## src/rtl/measure_duty_mc.sv

```systemverilog
// measure_duty_mc: NUM_CH duty-cycle counters sharing one gate window, latched results with lock handshake.
// Optional per-channel rising-edge counters are enabled with the macro MEASURE_DUTY_EDGE_CNT_EN.
module measure_duty_mc #(
  parameter int CNT_WIDTH   = 32,
  parameter int NUM_CH      = 4,
  parameter int SYNC_STAGES = 2
) (
  input  logic                        clk,
  input  logic                        rst_n,
  input  logic [NUM_CH-1:0]           sig_in,
  input  logic                        gate,
  input  logic                        cnt_lock,
  output logic [NUM_CH*CNT_WIDTH-1:0] high_cnt,
  output logic [CNT_WIDTH-1:0]        total_cnt,
  output logic [NUM_CH:0]             ovf,
  output logic                        cnt_valid,
  output logic                        dropped
`ifdef MEASURE_DUTY_EDGE_CNT_EN
  ,
  output logic [NUM_CH*CNT_WIDTH-1:0] edge_cnt
`endif
);

  typedef enum logic [1:0] {
    IDLE = 2'd0,
    RUN  = 2'd1,
    DONE = 2'd2
  } state_e;

  localparam logic [CNT_WIDTH-1:0] CNT_MAX = {CNT_WIDTH{1'b1}};
  localparam logic [CNT_WIDTH-1:0] CNT_ONE = CNT_WIDTH'(1);

  function automatic logic [CNT_WIDTH-1:0] sat_inc(input logic [CNT_WIDTH-1:0] v);
    return (v == CNT_MAX) ? v : v + CNT_ONE;
  endfunction

  state_e                      state_q, state_d;
  logic [NUM_CH-1:0]           sync_q [SYNC_STAGES];
  logic [NUM_CH-1:0]           sync_d [SYNC_STAGES];
  logic [NUM_CH-1:0]           sync_sig;
  logic [CNT_WIDTH-1:0]        total_w_q, total_w_d;
  logic [CNT_WIDTH-1:0]        high_w_q [NUM_CH];
  logic [CNT_WIDTH-1:0]        high_w_d [NUM_CH];
  logic [NUM_CH:0]             ovf_w_q, ovf_w_d;
  logic [NUM_CH*CNT_WIDTH-1:0] high_cnt_q, high_cnt_d;
  logic [CNT_WIDTH-1:0]        total_cnt_q, total_cnt_d;
  logic [NUM_CH:0]             ovf_q, ovf_d;
  logic                        cnt_valid_q, cnt_valid_d;
  logic                        dropped_q, dropped_d;
  logic                        start_s;
`ifdef MEASURE_DUTY_EDGE_CNT_EN
  logic [NUM_CH-1:0]           prev_q, prev_d;
  logic [NUM_CH-1:0]           rise_s;
  logic [CNT_WIDTH-1:0]        edge_w_q [NUM_CH];
  logic [CNT_WIDTH-1:0]        edge_w_d [NUM_CH];
  logic [NUM_CH*CNT_WIDTH-1:0] edge_cnt_q, edge_cnt_d;
`endif

  assign sync_sig = sync_q[SYNC_STAGES-1];

  always_comb begin
    state_d     = state_q;
    total_w_d   = total_w_q;
    high_w_d    = high_w_q;
    ovf_w_d     = ovf_w_q;
    high_cnt_d  = high_cnt_q;
    total_cnt_d = total_cnt_q;
    ovf_d       = ovf_q;
    cnt_valid_d = cnt_valid_q;
    dropped_d   = dropped_q;
    start_s     = 1'b0;
    sync_d[0]   = sig_in;
    for (int s = 1; s < SYNC_STAGES; s++) begin
      sync_d[s] = sync_q[s-1];
    end
`ifdef MEASURE_DUTY_EDGE_CNT_EN
    prev_d     = sync_sig;
    rise_s     = sync_sig & ~prev_q;
    edge_w_d   = edge_w_q;
    edge_cnt_d = edge_cnt_q;
`endif

    case (state_q)
      IDLE: begin
        if (gate) begin
          start_s = 1'b1;
        end else begin
          total_w_d = '0;
          for (int i = 0; i < NUM_CH; i++) begin
            high_w_d[i] = '0;
`ifdef MEASURE_DUTY_EDGE_CNT_EN
            edge_w_d[i] = '0;
`endif
          end
        end
      end
      RUN: begin
        if (gate) begin
          // A saturated counter that is asked to count again records an overflow.
          ovf_w_d[NUM_CH] = ovf_w_q[NUM_CH] | (total_w_q == CNT_MAX);
          total_w_d       = sat_inc(total_w_q);
          for (int i = 0; i < NUM_CH; i++) begin
            if (sync_sig[i]) begin
              ovf_w_d[i]  = ovf_w_d[i] | (high_w_q[i] == CNT_MAX);
              high_w_d[i] = sat_inc(high_w_q[i]);
            end
`ifdef MEASURE_DUTY_EDGE_CNT_EN
            if (rise_s[i]) begin
              ovf_w_d[i]  = ovf_w_d[i] | (edge_w_q[i] == CNT_MAX);
              edge_w_d[i] = sat_inc(edge_w_q[i]);
            end
`endif
          end
        end else begin
          state_d = DONE;
        end
      end
      DONE: begin
        if (!cnt_lock) begin
          for (int i = 0; i < NUM_CH; i++) begin
            high_cnt_d[i*CNT_WIDTH +: CNT_WIDTH] = high_w_q[i];
`ifdef MEASURE_DUTY_EDGE_CNT_EN
            edge_cnt_d[i*CNT_WIDTH +: CNT_WIDTH] = edge_w_q[i];
`endif
          end
          total_cnt_d = total_w_q;
          ovf_d       = ovf_w_q;
          cnt_valid_d = 1'b1;
          dropped_d   = 1'b0;
        end else begin
          dropped_d = 1'b1;
        end
        if (gate) begin
          start_s = 1'b1;
        end else begin
          state_d = IDLE;
        end
      end
      default: begin
        state_d = IDLE;
      end
    endcase

    // Window start is applied last so a back-to-back start follows the latch.
    if (start_s) begin
      state_d   = RUN;
      total_w_d = CNT_ONE;
      ovf_w_d   = '0;
      for (int i = 0; i < NUM_CH; i++) begin
        high_w_d[i] = CNT_WIDTH'(sync_sig[i]);
`ifdef MEASURE_DUTY_EDGE_CNT_EN
        edge_w_d[i] = CNT_WIDTH'(rise_s[i]);
`endif
      end
      if (!cnt_lock) begin
        cnt_valid_d = 1'b0;
      end
    end
  end

  always_ff @(posedge clk) begin
    if (!rst_n) begin
      state_q     <= IDLE;
      total_w_q   <= '0;
      ovf_w_q     <= '0;
      high_cnt_q  <= '0;
      total_cnt_q <= '0;
      ovf_q       <= '0;
      cnt_valid_q <= 1'b0;
      dropped_q   <= 1'b0;
      for (int s = 0; s < SYNC_STAGES; s++) begin
        sync_q[s] <= '0;
      end
      for (int i = 0; i < NUM_CH; i++) begin
        high_w_q[i] <= '0;
`ifdef MEASURE_DUTY_EDGE_CNT_EN
        edge_w_q[i] <= '0;
`endif
      end
`ifdef MEASURE_DUTY_EDGE_CNT_EN
      prev_q     <= '0;
      edge_cnt_q <= '0;
`endif
    end else begin
      state_q     <= state_d;
      total_w_q   <= total_w_d;
      ovf_w_q     <= ovf_w_d;
      high_cnt_q  <= high_cnt_d;
      total_cnt_q <= total_cnt_d;
      ovf_q       <= ovf_d;
      cnt_valid_q <= cnt_valid_d;
      dropped_q   <= dropped_d;
      for (int s = 0; s < SYNC_STAGES; s++) begin
        sync_q[s] <= sync_d[s];
      end
      for (int i = 0; i < NUM_CH; i++) begin
        high_w_q[i] <= high_w_d[i];
`ifdef MEASURE_DUTY_EDGE_CNT_EN
        edge_w_q[i] <= edge_w_d[i];
`endif
      end
`ifdef MEASURE_DUTY_EDGE_CNT_EN
      prev_q     <= prev_d;
      edge_cnt_q <= edge_cnt_d;
`endif
    end
  end

  assign high_cnt  = high_cnt_q;
  assign total_cnt = total_cnt_q;
  assign ovf       = ovf_q;
  assign cnt_valid = cnt_valid_q;
  assign dropped   = dropped_q;
`ifdef MEASURE_DUTY_EDGE_CNT_EN
  assign edge_cnt  = edge_cnt_q;
`endif

endmodule

```

## config.mk

```make
export PLATFORM = sky130hd
export DESIGN_NAME = measure_duty_mc
export DESIGN_NICKNAME = d
export VERILOG_FILES = /design/src/rtl/measure_duty_mc.sv
export SDC_FILE = /design/constraint.sdc
export NUM_CORES = 1
export LEC_CHECK = 0
export ABC_CLOCK_PERIOD_IN_PS = 2560
export BUFFER_PORTS_ARGS = -buffer_cell sky130_fd_sc_hd__buf_2
export CORE_UTILIZATION = 50
export DETAILED_ROUTE_END_ITERATION = 6
export HOLD_SLACK_MARGIN = 0.08
export PLACE_DENSITY = 0.8
export SYNTH_ARGS = -nofsm -noshare
export SYNTH_HDL_FRONTEND = slang
export SYNTH_SLANG_ARGS = --single-unit
```

## constraint.sdc

```tcl
create_clock -name clk -period 2.56 [get_ports clk]
set_input_delay 0.512 -clock clk [delete_from_list [all_inputs] [get_ports clk]]
set_output_delay 0.512 -clock clk [all_outputs]
set_load 0.02 [all_outputs]
```

# [Yosys cells after proc, flatten, opt, wreduce, memory -nomap -nowiden]
# Memories as Yosys holds them, arrays and structs flattened.
# Index checks and enable logic that the tools add are counted.
[classes] n_mux=32 eq_ne=34 addsub=5 bitwise=10 n_reduce_logical=23
[op_table] operator="$mux W32" count=11
[op_table] operator="$mux W128" count=2
[op_table] operator="$pmux W128 S2" count=1
[op_table] operator="$add A32 B1 Y32 const B" count=5
[op_table] operator="$eq A32 B32 Y1 const B" count=5
[op_table] operator="$mux W97" count=1
[op_table] operator="$pmux W32 S2" count=1
[op_table] operator="$reduce_and A5 Y1" count=8
[op_table] operator="$ne A3 B3 Y1 const B" count=13
[op_table] operator="$ne A2 B2 Y1 const B" count=14
[op_table] operator="$reduce_and A3 Y1" count=6
[op_table] operator="$mux W1" count=11
[op_table] operator="$mux W4" count=2
[op_table] operator="$reduce_and A4 Y1" count=2
[op_table] operator="$or A1 B1 Y1" count=7
[op_table] operator="$pmux W2 S3" count=1
[op_table] operator="$mux W2" count=2
[op_table] operator="$reduce_and A2 Y1" count=2
[op_table] operator="$reduce_or A2 Y1" count=2
[op_table] operator="$not A1 Y1" count=3
[op_table] operator="$reduce_bool A3 Y1" count=1
[op_table] operator="$eq A2 B1 Y1 const B" count=1
[op_table] operator="$eq A2 B2 Y1 const B" count=1
[op_table] operator="$logic_not A2 Y1" count=1
[op_table] operator="$reduce_bool A2 Y1" count=1
[totals] mem_bits_rw=8 ff_bits=334 memories=1 word_cells=127 output_inout_bits=167
[mem_list] name="sync_q" depth=2 word_bits=4 rd=2 rd_clocked_by_memory_dff=0 wr=2 line_no="38" text="logic [NUM_CH-1:0] sync_q [SYNC_STAGES];"

# [Depth between registers and ports, before layout]
[depth] depth_word=6 ltp_mapped=10 ltp_nobuf=7

# [Least setup slack after synthesis]
# OpenSTA, ideal clock, no wires.
[synth_timing] kind="reg-to-reg" start="register high_w_q[64] in the netlist's numbering" end="register high_w_q[64] in the netlist's numbering" setup_ns=0.059 synth_period_minus_slack_ns=2.553 arrival_time_ns=2.494 slack_ns=0.007 required_time_ns=2.501 stages_incl_launch_ff=10 n_path_buf=2 path_cell_list="dfxtp_1 -> ha_1 -> nand4_1 -> or4_1 -> buf_2 -> or3_4 -> and2_4 -> buf_6 -> a221oi_2 -> o31a_1"
[synth_between] elab_chain_len=6 word_cells_on_any_way=9
[synth_rtl] item="from (decl)" line_no="42" text="logic [CNT_WIDTH-1:0] high_w_q [NUM_CH];"
[synth_rtl] item="from (signal, indexed assignment)" line_no="197" text="high_w_q[i] <= high_w_d[i];"
[synth_rtl] item="$add A32 B1 Y32" line_no="34" text="return (v == CNT_MAX) ? v : v + CNT_ONE;"
[synth_rtl] item="$mux W32" line_no="34"
[synth_rtl] item="$mux W32" line_no="103" text="if (sync_sig[i]) begin"
[synth_rtl] item="$mux W128" line_no="98" text="if (gate) begin"
[synth_rtl] item="$pmux W128 S2" line_no="83" text="case (state_q)"
[synth_rtl] item="$mux W97" line_no="145" text="if (start_s) begin"
# Several ways; a longest one is shown, not always the timed one. The select of a mux whose other input is x is not followed.
# A chain may end at the register's enable or synchronous reset.

# [Worst setup path after layout]
[layout_timing] start="register high_w_q[64] in the netlist's numbering" end="register high_w_q[71] in the netlist's numbering"
[layout_between] elab_chain_len=5 word_cells_on_any_way=8
[layout_rtl] item="$add A32 B1 Y32" line_no="34"
[layout_rtl] item="$mux W32" line_no="34"
[layout_rtl] item="$mux W32" line_no="103"
[layout_rtl] item="$mux W128" line_no="98"
[layout_rtl] item="$pmux W128 S2" line_no="83"
# Several ways; a longest one is shown, not always the timed one. The select of a mux whose other input is x is not followed.

==> flow_metrics.py <==
metrics = {
    "cts": {
        "clockRootBuffer": "clkbuf_16",
        "clk_latency_ns": 0.52,
        "clk_path_buf_depth": 3,
        "post-cts-setup-buffers": 0,
        "holdBufCountCts": 0,
        "htreeDepth": 2,
        "clk_pin_slew_ns": 0.06,
        "cts_buffers": 36,
        "cts_sinks": 342,
        "tritoncts": "yes",
    },
    "floorplanning": {
        "std_cell_rows": 63,
        "die_area_um2": 30720,
        "dieHeight_um": 175.3,
        "pin_count": 175,
        "initial_core_util_pct": 50.78,
        "die_w_um": 175.3,
        "core_um2": 29560,
    },
    "yosys": {
        "synth_seq_area_share_pct": 45.62,
        "avgSynthCellArea_um2": 7.685,
        "async_flop_share_pct": 0,
        "synth.most_common_cell": "nand2_1",
        "yosys.area.top_type": "dfxtp_1",
        "syn_nets": 1966,
        "synth.distinct_cells": 69,
        "synth-edff-count": 0,
        "synth_top_family_by_area": "simple AND/OR/NAND/NOR gates",
        "synthSimpleGateAreaFrac_pct": 27.46,
        "synth_compound_area_share_pct": 22.26,
        "ys_top_cells_by_count": "466 x nand2_1, 342 x dfxtp_1, 266 x a21oi_1",
        "synth_area_leaders": "dfxtp_1 46%, nand2_1 12%, a21oi_1 8.9%",
        "ys.flop_type": "dfxtp_1",
        "synth_mux_area_share_pct": 0.4752,
        "yosysTopAreaCellShare_pct": 45.62,
        "yosysWarnings": 0,
        "synth-xor-area-share_pct": 0.05835,
        "netlist_area_um2": 15010,
        "synthCells": 1953,
        "synthAdderAreaFrac_pct": 0.4168,
        "ys_ff_latch": 342,
    },
    "detailed_routing": {
        "drtAntennaViolNets": 0,
        "avgViaCountPerCell": 5.988,
        "wirelength_um": 44860,
        "wl_per_cell_um": 17.54,
        "first_iter_violations": 1397,
        "drtPass1Iterations": 7,
        "remaining_drc_errors": 2,
        "vias": 15320,
    },
    "global_route": {
        "grt_pass1_wl_um": 72650,
        "grt_max_degree": 148,
        "overflow": 0,
        "antenna_found_initial": 1,
        "grt_pass1_vias": 14480,
        "grt.total_usage_pct": 28.56,
    },
    "sta": {
        "holdWs_ns": 0.2068,
        "layout_worst_path_cycle_share_pct": 93.04,
        "slew_violations": 0,
        "finalSetupTns_ns": 0,
        "post-route-min-period_ns": 2.382,
        "slew_headroom_pct": 37.51,
        "setup_viol": 0,
        "hold_viol": 0,
        "rsz0062_at_grt": "false",
        "fin_worst_skew_ns": 0.01274,
        "tightest_slew_ns": 0.9338,
        "fmax_ghz": 0.4199,
    },
    "hold_path": {
        "hp-class": "in -> reg",
    },
    "power": {
        "vdd_drop_max_mv": 0.5458,
        "power_density_nw_per_um2": 618.2,
        "p_leak_nw": 6.547,
        "fin_total_pwr_mw": 11.12,
    },
    "status": {
        "failed_checks": "DRC",
        "outcome": "finished with violations",
    },
    "critical_path": {
        "start_kind": "register",
        "arrival_ns": 2.83,
        "crit-reg2reg-launch": "high_w_q[64]",
        "startpoint": "high_w_q[64]",
        "r2r_end": "high_w_q[71]",
        "cp-end-kind": "register",
        "endpoint": "high_w_q[71]",
        "cp_max_fo": 6,
        "worst_ep_required_time_ns": 3.01,
        "crit_type": "reg -> reg",
        "r2r_slack_ns": 0.18,
        "reg2regPathDepth": 7,
    },
    "layout": {
        "fillers": 2659,
        "finish.utilization_pct": 60.84,
        "seqCellArea_um2": 6847,
        "post_route_cells_drive_above_1_share_pct": 16.94,
        "syn2layout_area_growth_pct": 19.81,
        "nNetsFinal": 2156,
        "multi_input_area_um2": 7665,
    },
    "placement": {
        "dp_hpwl_um": 30510,
        "gp_congestion": 0.9652,
        "place.port_buffers": 174,
    },
    "run": {
        "maxCapViolations": 0,
    },
}
worst min-delay path by stage:
stage,startpoint,end,depth (start not counted)
floorplan,sync_q[0][0],sync_q[0][4],1
global placement,sync_q[0][3],sync_q[0][7],1
detailed placement,sync_q[0][1],sync_q[0][5],1
CTS,sig_in[1],sync_q[0][1],2
global route,sig_in[1],sync_q[0][1],2
finish,sig_in[1],sync_q[0][1],2
layer usage:
layer | global-route usage, % | vias up | share of wire (%)
met1 | 37.15 | 7186 | 43
met5 | 0 | - | 0
met2 | 47.22 | 627 | 46
met3 | 4.784 | 124 | 7.6
met4 | 11.23 | 0 | 3.3
li1 | - | 7381 | -
kinds of logic after synthesis:
kind of cell	after synthesis
adder cells (fa/ha/maj)	5
AND/OR/NAND/NOR	887
XOR/XNOR	1
flip-flops	342
AO/OA/AOI/OAI	567
buffers and inverters	144
multiplexers	7
through the flow:
| stage | cells | setup WS [ns] | area (µm²) |
|---|---|---|---|
| final | 2558 | 0.1782 | 17980 |
| after global routing | 2558 | 0.01915 | 17980 |
| after CTS | 2557 | 0.06116 | 17960 |
| after detailed placement | 2495 | -0.07676 | 16780 |
| after global placement | 2495 | -0.01806 | 16780 |
| after floorplan | 1953 | 0.007167 | 15010 |
timing repair:
action                     CTS  global route
pin swaps                    0             0
resized for setup            1             3
setup endpoints to repair    7            23
area by class of cell:
type / instances / share of cell area, %
Clock buffer: 50 / 5.809
Multi-Input combinational cell: 1467 / 42.62
Inverter: 14 / 0.3061
Tap cell: 390 / 2.713
Timing Repair Buffer: 282 / 9.699
Sequential cell: 342 / 38.07
Clock inverter: 12 / 0.7653
Antenna cell: 1 / 0.01391
cells in the final DEF (no fill, tap or decap), types with 39 or more instances in the layout:
cell type,instances
dfxtp_1,342
nor3_1,41
buf_4,103
o21ai_0,109
nand3_1,73
and3_1,39
nor2_1,95
a21oi_1,265
a31oi_1,47
nand4_1,46
buf_2,174
nand2_1,464
worst max-delay path: stages, from the launching register on:
cell and delay (ns):
dfxtp_1 0.34, ha_1 0.19, nand4_1 0.12, or4_4 0.56, or3_4 0.44, and3_1 0.28
a21oi_1 0.22, nor2b_1 0.16
where the power goes:
part | internal (mW) | switching, mW | total [mW]
registers | 5.34 | 0.0167 | 5.35
clock network | 3.15 | 2.10 | 5.25
logic | 0.146 | 0.372 | 0.519
registers in the layout (all words and copies together) (netlist names):
name       cells
ovf_w_q        5
high_w_q     128
dropped        1
total_cnt     32
high_cnt     128
sync_q         8
ovf            5
total_w_q     32
state_q        2
cnt_valid      1
No activity file was read; power rests on OpenSTA's default activity.
